## src/rtl/twiddle_index_seq_if.sv

```systemverilog
// ---------------------------------------------------------------------------
// twiddle_index_seq_if
// Purpose : Bundles the request/response signals between the FFT stage
//           datapaths and the twiddle index sequencer.
// Signals : clear      - synchronous frame realign (requester -> sequencer)
//           stage_en   - per-stage sample consume strobe (requester -> sequencer)
//           indexes    - packed per-stage twiddle index (sequencer -> requester)
//           idx_valid  - per-stage index updated by previous cycle's enable
//           frame_last - per-stage flag: index belongs to last sample of frame
// Modports: master = stage datapaths, slave = sequencer.
// ---------------------------------------------------------------------------
interface twiddle_index_seq_if #(
    parameter int FFT_SIZE = 16
);
    localparam int S  = $clog2(FFT_SIZE);
    localparam int NS = S - 1;
    localparam int IW = S - 1;

    logic                   clear;
    logic [NS-1:0]          stage_en;
    logic [NS-1:0][IW-1:0]  indexes;
    logic [NS-1:0]          idx_valid;
    logic [NS-1:0]          frame_last;

    modport master (
        output clear,
        output stage_en,
        input  indexes,
        input  idx_valid,
        input  frame_last
    );

    modport slave (
        input  clear,
        input  stage_en,
        output indexes,
        output idx_valid,
        output frame_last
    );
endinterface

```

## src/rtl/twiddle_index_seq.sv

```systemverilog
// ---------------------------------------------------------------------------
// twiddle_index_seq
// Purpose : Per-stage twiddle index sequencer for a radix-2 DIF single-path
//           FFT pipeline. Each twiddle-bearing stage owns an independent
//           sample counter; every enabled sample yields one registered index
//           (consumed by twiddles_gen) one cycle later. The final stage only
//           ever uses W^0 and therefore has no entry.
// Ports   : clk  - rising-edge clock
//           rst  - asynchronous active-high reset
//           bus  - twiddle_index_seq_if.slave (clear, stage_en in;
//                  indexes, idx_valid, frame_last out)
// ---------------------------------------------------------------------------
module twiddle_index_seq #(
    parameter int FFT_SIZE = 16
) (
    input  logic                clk,
    input  logic                rst,
    twiddle_index_seq_if.slave  bus
);
    localparam int S  = $clog2(FFT_SIZE);
    localparam int NS = S - 1;
    localparam int IW = S - 1;

    for (genvar g = 0; g < NS; g++) begin : gStage
        // Bit HIBIT of the sample counter selects the lower half of the
        // current butterfly span; the bits below it are the position k
        // within that half, scaled by 2^g to give W^(k*2^g).
        localparam int             HIBIT   = S - 1 - g;
        localparam logic [S-1:0]   LOWMASK = S'((1 << HIBIT) - 1);

        logic [S-1:0]  cnt_q, cnt_d;
        logic [IW-1:0] idx_q, idx_d;
        logic          vld_q, vld_d;
        logic          last_q, last_d;
        logic [IW-1:0] idx_f;

        // Masked position never uses the counter MSB, so narrowing to IW
        // bits before the shift loses nothing; the product stays below N/2.
        always_comb begin
            idx_f = '0;
            if (cnt_q[HIBIT]) begin
                idx_f = IW'(cnt_q & LOWMASK) << g;
            end
        end

        // clear wins over enable: the realign cycle discards any concurrent
        // sample so the next enable is sample 0 of a fresh frame.
        always_comb begin
            cnt_d  = cnt_q;
            idx_d  = idx_q;
            vld_d  = 1'b0;
            last_d = 1'b0;
            if (bus.clear) begin
                cnt_d = '0;
                idx_d = '0;
            end else if (bus.stage_en[g]) begin
                idx_d  = idx_f;
                vld_d  = 1'b1;
                last_d = (cnt_q == S'(FFT_SIZE - 1));
                cnt_d  = cnt_q + S'(1);
            end
        end

        always_ff @(posedge clk or posedge rst) begin
            if (rst) begin
                cnt_q  <= '0;
                idx_q  <= '0;
                vld_q  <= 1'b0;
                last_q <= 1'b0;
            end else begin
                cnt_q  <= cnt_d;
                idx_q  <= idx_d;
                vld_q  <= vld_d;
                last_q <= last_d;
            end
        end

        assign bus.indexes[g]    = idx_q;
        assign bus.idx_valid[g]  = vld_q;
        assign bus.frame_last[g] = last_q;
    end

endmodule
```

## src/flat_wrapper.sv

```systemverilog
// flat-port wrapper written by rule: the top's interface ports become plain ports
module twiddle_index_seq_flat 
#(
    parameter int FFT_SIZE = 16
)
  (clk, rst, bus_clear, bus_stage_en, bus_indexes, bus_idx_valid, bus_frame_last);
  twiddle_index_seq_if #(.FFT_SIZE(FFT_SIZE)) bus_i ();
  input  logic clk;
  input  logic rst;
  input wire logic [$bits(bus_i.clear)-1:0] bus_clear;
  input wire logic [$bits(bus_i.stage_en)-1:0] bus_stage_en;
  output wire logic [$bits(bus_i.indexes)-1:0] bus_indexes;
  output wire logic [$bits(bus_i.idx_valid)-1:0] bus_idx_valid;
  output wire logic [$bits(bus_i.frame_last)-1:0] bus_frame_last;
  assign bus_i.clear = bus_clear;
  assign bus_i.stage_en = bus_stage_en;
  assign bus_indexes = bus_i.indexes;
  assign bus_idx_valid = bus_i.idx_valid;
  assign bus_frame_last = bus_i.frame_last;
  twiddle_index_seq #(.FFT_SIZE(FFT_SIZE)) u_core (.clk(clk), .rst(rst), .bus(bus_i));
endmodule
```

## config.mk

```make
export PLATFORM = sky130hd
export DESIGN_NAME = twiddle_index_seq_flat
export DESIGN_NICKNAME = d
export VERILOG_FILES = /design/src/rtl/twiddle_index_seq_if.sv /design/src/rtl/twiddle_index_seq.sv /design/src/flat_wrapper.sv
export SDC_FILE = /design/constraint.sdc
export NUM_CORES = 1
export LEC_CHECK = 0
export CORE_MARGIN = 5
export CORE_UTILIZATION = 35
export DETAILED_ROUTE_END_ITERATION = 10
export PLACE_DENSITY_LB_ADDON = 0.3
export SYNTH_ARGS = -nofsm -noshare
export SYNTH_HDL_FRONTEND = slang
export SYNTH_SLANG_ARGS = --single-unit
export TNS_END_PERCENT = 100
```

## constraint.sdc

```tcl
create_clock -name clk -period 2.1 [get_ports clk]
set_input_delay 0.21 -clock clk [delete_from_list [all_inputs] [get_ports clk]]
set_output_delay 0.21 -clock clk [all_outputs]
set_load 0.01 [all_outputs]
```

==> flow_summary.ini, run 1 <==
[global_routing]
grt_pass1_vias = 699
antenna_found_initial = 0
grt_overflow = 0
grt_usage_pct = 8.739
grt_pass1_wl_um = 3022
grt_start_max_net_pins = 25

[finish]
final_cell_mix = 24 x dfrtp_1, 17 x clkdlybuf4s50_1, 9 x a21oi_1, 9 x nor2_1, 6 x nand2b_1
seqCellArea_um2 = 600.6
multi_input_area_um2 = 429.2
fin_util_pct = 42.80
area_delta_synth_final_pct = 17.26
final_area_um2 = 1318
antenna_cells = 0
fillers = 292
final_common_cell = dfrtp_1
drive_above_1_share_pct = 11.50
num-nets-final = 123

[critical_path]
r2r_cells = 3
critPathMaxFanout = 2
slowest_stage = clkdlybuf4s50_1
critical_path_class = register to output port
start_kind = register
crit_path_cell_trace = clkdlybuf4s50_1
cp_num_cells = 1
critical_path_arrival_ns = 1.22
crit_path_max_incr_delay_ns = 0.54
crit_family = buffers and inverters
crit_required_ns = 1.89
crit_path_end_kind = output port
path_buf_inv = 1

[clocking]
cts-root-buf = clkbuf_4
cts_setup_buffers = 0
clock_latency_ns = 0.31
cts_tree = yes
cts.path.max_buffers = 2
path_clk_slew_ns = 0.12
cts_sinks = 24
post_cts_resized = 0
cts_hold_buf = 0
cts_buffers = 3
cts-htree-levels = 1

[min_path]
worstHoldPathType = input pin to async pin

[place]
hpwl_um = 1290
io_buffers = 17
place_area_um2 = 1281
place.gp.congestion = 0.7858
place_ws_ns = 0.5272

[routing]
drt-initial-drc-count = 16
viasPerCell = 4.516
wire_per_inst_um = 10.87
drcViolationCount = 0
drt-total-wl_um = 1706
vias = 709
drt_first_pass_iters = 4
drt.antenna.violating_nets = 0

[yosys]
yosys_warnings = 0
ys_ff_latch = 24
synth_compound_area_share_pct = 6.682
yosysTopAreaCell = dfrtp_1
synth.area.mux_share_pct = 6.013
synthSimpleGateAreaFrac_pct = 18.82
synth_area_leaders = dfrtp_1 53%, buf_4 7.3%, a21oi_1 4.0%
synth_xor_area_share_pct = 2.339
syn-cell-area_um2 = 1124
synth.avg_cell_area_um2 = 11.12
synth_top_area_share_pct = 53.45
synthAdderAreaFrac_pct = 3.341
ys_seq_area_share_pct = 53.45
synthCells = 101
synth_cell_type_count = 22
synth_top_family_by_area = simple AND/OR/NAND/NOR gates

[power]
switchingPower_w = 0.0001852
intPower_w = 0.0006230
power_density_nw_per_um2 = 613.4
peakVddDrop_mv = 0.4494
sequentialPowerShare_pct = 60.7
pwr-share-comb_pct = 10.2
power_frac_clock_pct = 29.1
swShare_pct = 22.91
leakagePower_nw = 0.6017

[sta]
setup_tns_ns = 0
hold_viol_final = 0
fin_crit_ns = 1.431
rsz0062_at_grt = false
setup_ws_ns = 0.6693
drv_slew = 0
max_freq_mhz = 699.0
fin_worst_skew_ns = 0.003100
post-route-period-util_pct = 68.13
setup_violations = 0

[floorplan]
die_width_um = 66.66
fp.coreArea_um2 = 3078
ios = 21
die-area_um2 = 4444
initial_core_util_pct = 36.50
die_y_um = 66.66
rows = 20

[flow_run]
maxCapViolations = 0

[outcome]
status = finished clean
[synth_stat cells]
| master | n |
|---|---|
| buf_4 | 11 |
| ha_1 | 3 |
| nor3_1 | 1 |
| nand3b_1 | 3 |
| nor2_1 | 9 |
| nand2b_1 | 6 |
| nand4_1 | 3 |
| conb_1 | 1 |
| mux2i_1 | 3 |
| xnor2_1 | 3 |
| inv_1 | 1 |
| and2b_1 | 5 |
| nand2_1 | 2 |
| mux2_2 | 2 |
| dfrtp_1 | 24 |
| and4_1 | 2 |
| nand3_1 | 5 |
| mux2_4 | 1 |
| a21oi_1 | 9 |
| a21bo_2 | 3 |
| nor2b_1 | 1 |
| buf_2 | 3 |
[through the flow]
step	cells	power, W	hold slack, ns
after global routing	157	0.0008534	0.2531
final	157	0.0008081	0.2309
after floorplan	103	0.0005624	0.2246
after detailed placement	153	0.0005834	0.5328
after global placement	153	0.0005807	0.5270
after CTS	157	0.0008206	0.2387
[cell type report]
type | instances | share of cell area (%)
Sequential cell | 24 | 45.58
Timing Repair Buffer | 20 | 14.62
Multi-Input combinational cell | 64 | 32.57
Inverter | 1 | 0.2849
Tap cell | 44 | 4.179
Clock buffer | 4 | 2.754
[power groups by stage]
stage / Clock (W) / Combinational, W / Sequential (W)
5_1_grt: 0.000266 / 0.0000942 / 0.000494
2_1_floorplan: 0 / 0.0000656 / 0.000497
4_1_cts: 0.000246 / 0.0000843 / 0.000491
6_report: 0.000235 / 0.0000822 / 0.000491
3_5_place_dp: 0 / 0.0000839 / 0.000500
3_3_place_gp: 0 / 0.0000818 / 0.000499
[kinds of logic (layout without fill, tap and decap cells)]
group | after synthesis | after routing
AOI/OAI and AO/OA | 12 | 12
xor gates and xnor gates | 3 | 3
adders and majority gates | 3 | 3
buffers and inverters | 15 | 25
DFF | 24 | 24
muxes | 6 | 6
other | 1 | 3
and+or+nand+nor | 37 | 37
[tightest hold or removal path, cell delays in order]
cell	delay [ns]
clkdlybuf4s50_1	0.40
inv_1	0.05
buf_4	0.28
[final timing paths]
kind / start / end / slack, ns
worst max-delay path: u_core.gStage[0].idx_q[0]$_DFFE_PP0P_ / bus_indexes[0] / 0.67
worst min-delay path: rst / u_core.gStage[2].cnt_q[2]$_DFFE_PP0P_ / 0.23
worst max register to register: u_core.gStage[1].cnt_q[0]$_DFFE_PP0P_ / u_core.gStage[1].cnt_q[2]$_DFFE_PP0P_ / 1.02
worst min register to register: u_core.gStage[1].idx_q[2]$_DFFE_PP0P_ / u_core.gStage[1].idx_q[2]$_DFFE_PP0P_ / 0.55
max in group asynchronous: rst / u_core.gStage[1].idx_q[1]$_DFFE_PP0P_ / 1.65
min in group clk: u_core.gStage[1].idx_q[2]$_DFFE_PP0P_ / u_core.gStage[1].idx_q[2]$_DFFE_PP0P_ / 0.55
[routing by layer]
layer	global-route usage, %	vias up	routed length, µm
met4	1.523	0	10
met2	14.60	17	849
met1	10.65	338	743
met3	3.541	2	102
li1	-	352	-
met5	0	-	0
[registers in the layout, indices dropped and copies added, names as in the netlist]
register	count
u_core.gStage.vld_q	3
u_core.gStage.last_q	3
u_core.gStage.idx_q	6
u_core.gStage.cnt_q	12
Power figures use the tool's default switching activity.
==> run 2, diff against run 1 <==
clock period = 1.5 ns   (was 2.1 ns; I/O delays follow)
==> flow_summary.ini, run 2 (same netlist as run 1, synthesis figures left out) <==
[floorplan]
die_width_um = 66.66
fp.coreArea_um2 = 3078
die-area_um2 = 4444
initial_core_util_pct = 36.50
ios = 21
rows = 20
die_y_um = 66.66

[sta]
setup_violations = 0
setup_ws_ns = 0.1336
hold_viol_final = 0
fin_crit_ns = 1.366
drv_slew = 0
max_freq_mhz = 731.9
setup_tns_ns = 0
fin_worst_skew_ns = 0.004372
rsz0062_at_grt = false
post-route-period-util_pct = 91.09

[routing]
drt-total-wl_um = 1737
drt_first_pass_iters = 4
viasPerCell = 4.415
drt.antenna.violating_nets = 0
wire_per_inst_um = 10.92
drcViolationCount = 0
vias = 702
drt-initial-drc-count = 16

[clocking]
path_clk_slew_ns = 0.13
cts_tree = yes
cts_setup_buffers = 0
cts-root-buf = clkbuf_4
cts_hold_buf = 0
post_cts_resized = 0
clock_latency_ns = 0.31
cts_sinks = 24
cts_buffers = 3
cts.path.max_buffers = 2
cts-htree-levels = 1

[power]
peakVddDrop_mv = 0.5990
leakagePower_nw = 0.6159
p_total_w = 0.001143
power_density_nw_per_um2 = 850.1

[place]
io_buffers = 17
place_inst = 155
place.gp.congestion = 0.7294
hpwl_um = 1243
place_ws_ns = 0.1073

[critical_path]
path_buf_inv = 1
crit_path_cell_trace = clkdlybuf4s50_1
critPathMaxFanout = 2
slowest_stage = clkdlybuf4s50_1
crit_required_ns = 1.35
critical_path_arrival_ns = 1.22
crit_path_max_incr_delay_ns = 0.54
start_kind = register
r2r_start = u_core.gStage[1].cnt_q[0]$_DFFE_PP0P_
crit_family = buffers and inverters
critPathLaunch = u_core.gStage[0].idx_q[2]$_DFFE_PP0P_
critical_path_class = register to output port
crit_path_end_kind = output port

[finish]
fillers = 309
area_delta_synth_final_pct = 19.71
fin_cells = 159
largest_reg_flops = 12
largestRegisters = u_core.gStage.cnt_q: 12 flops, u_core.gStage.idx_q: 6 flops
top_register = u_core.gStage.cnt_q
final_cell_mix = 24 x dfrtp_1, 17 x clkdlybuf4s50_1, 9 x a21oi_1, 9 x nor2_1, 6 x nand2b_1
final_common_cell = dfrtp_1
fin_util_pct = 43.70
drive_above_1_share_pct = 13.04
num-nets-final = 125
antenna_cells = 0

[min_path]
worstHoldPathType = input pin to async pin

[global_routing]
antenna_found_initial = 0
grt_overflow = 0
grt_start_max_net_pins = 26
grt_pass1_vias = 720
grt_pass1_wl_um = 3111
grt_usage_pct = 8.994

[flow_run]
maxCapViolations = 0

[outcome]
status = finished clean
[run 2: power by group]
group	internal (W)	switching [W]
logic	0.0000631	0.0000615
registers	0.000668	0.0000193
clock network	0.000148	0.000183
total	0.000879	0.000264
[run 2: cell type report]
cell class	count	area [µm²]	area share (%)
Clock buffer	4	36.28	2.698
Inverter	1	3.754	0.2791
Multi-Input combinational cell	64	429.2	31.91
Sequential cell	24	600.6	44.65
Tap cell	44	55.05	4.093
Timing Repair Buffer	22	220.2	16.37
[run 2: stage by stage]
step	area, µm²	hold WS, ns
6_report	1345	0.1619
5_1_grt	1345	0.1761
4_1_cts	1345	0.1583
3_5_place_dp	1309	0.5235
2_1_floorplan	1131	0.1646
3_3_place_gp	1309	0.5137
[run 2: routing by layer]
layer  vias to the layer above  track usage (%)  wire, µm
li1                        357                -         -
met1                       328            10.25       812
met2                        15            15.59       810
met3                         2            3.541       103
met4                         0            2.284        10
met5                         -                0         0
[run 2: final timing paths]
check                                                   endpoint  slack [ns]  depth (start not counted)
min in group clk               u_core.gStage[2].last_q$_DFF_PP0_        0.54                          2
max                                               bus_indexes[2]        0.13                          1
max reg2reg                u_core.gStage[1].cnt_q[2]$_DFFE_PP0P_        0.40                          3
min reg2reg                    u_core.gStage[2].last_q$_DFF_PP0_        0.54                          2
min                            u_core.gStage[1].last_q$_DFF_PP0_        0.16                          3
max in group asynchronous  u_core.gStage[0].cnt_q[3]$_DFFE_PP0P_        1.11                          3
[run 2: tightest hold or removal path, stage by stage]
cell	delay, ns
clkdlybuf4s50_1	0.39
inv_1	0.05
buf_4	0.29
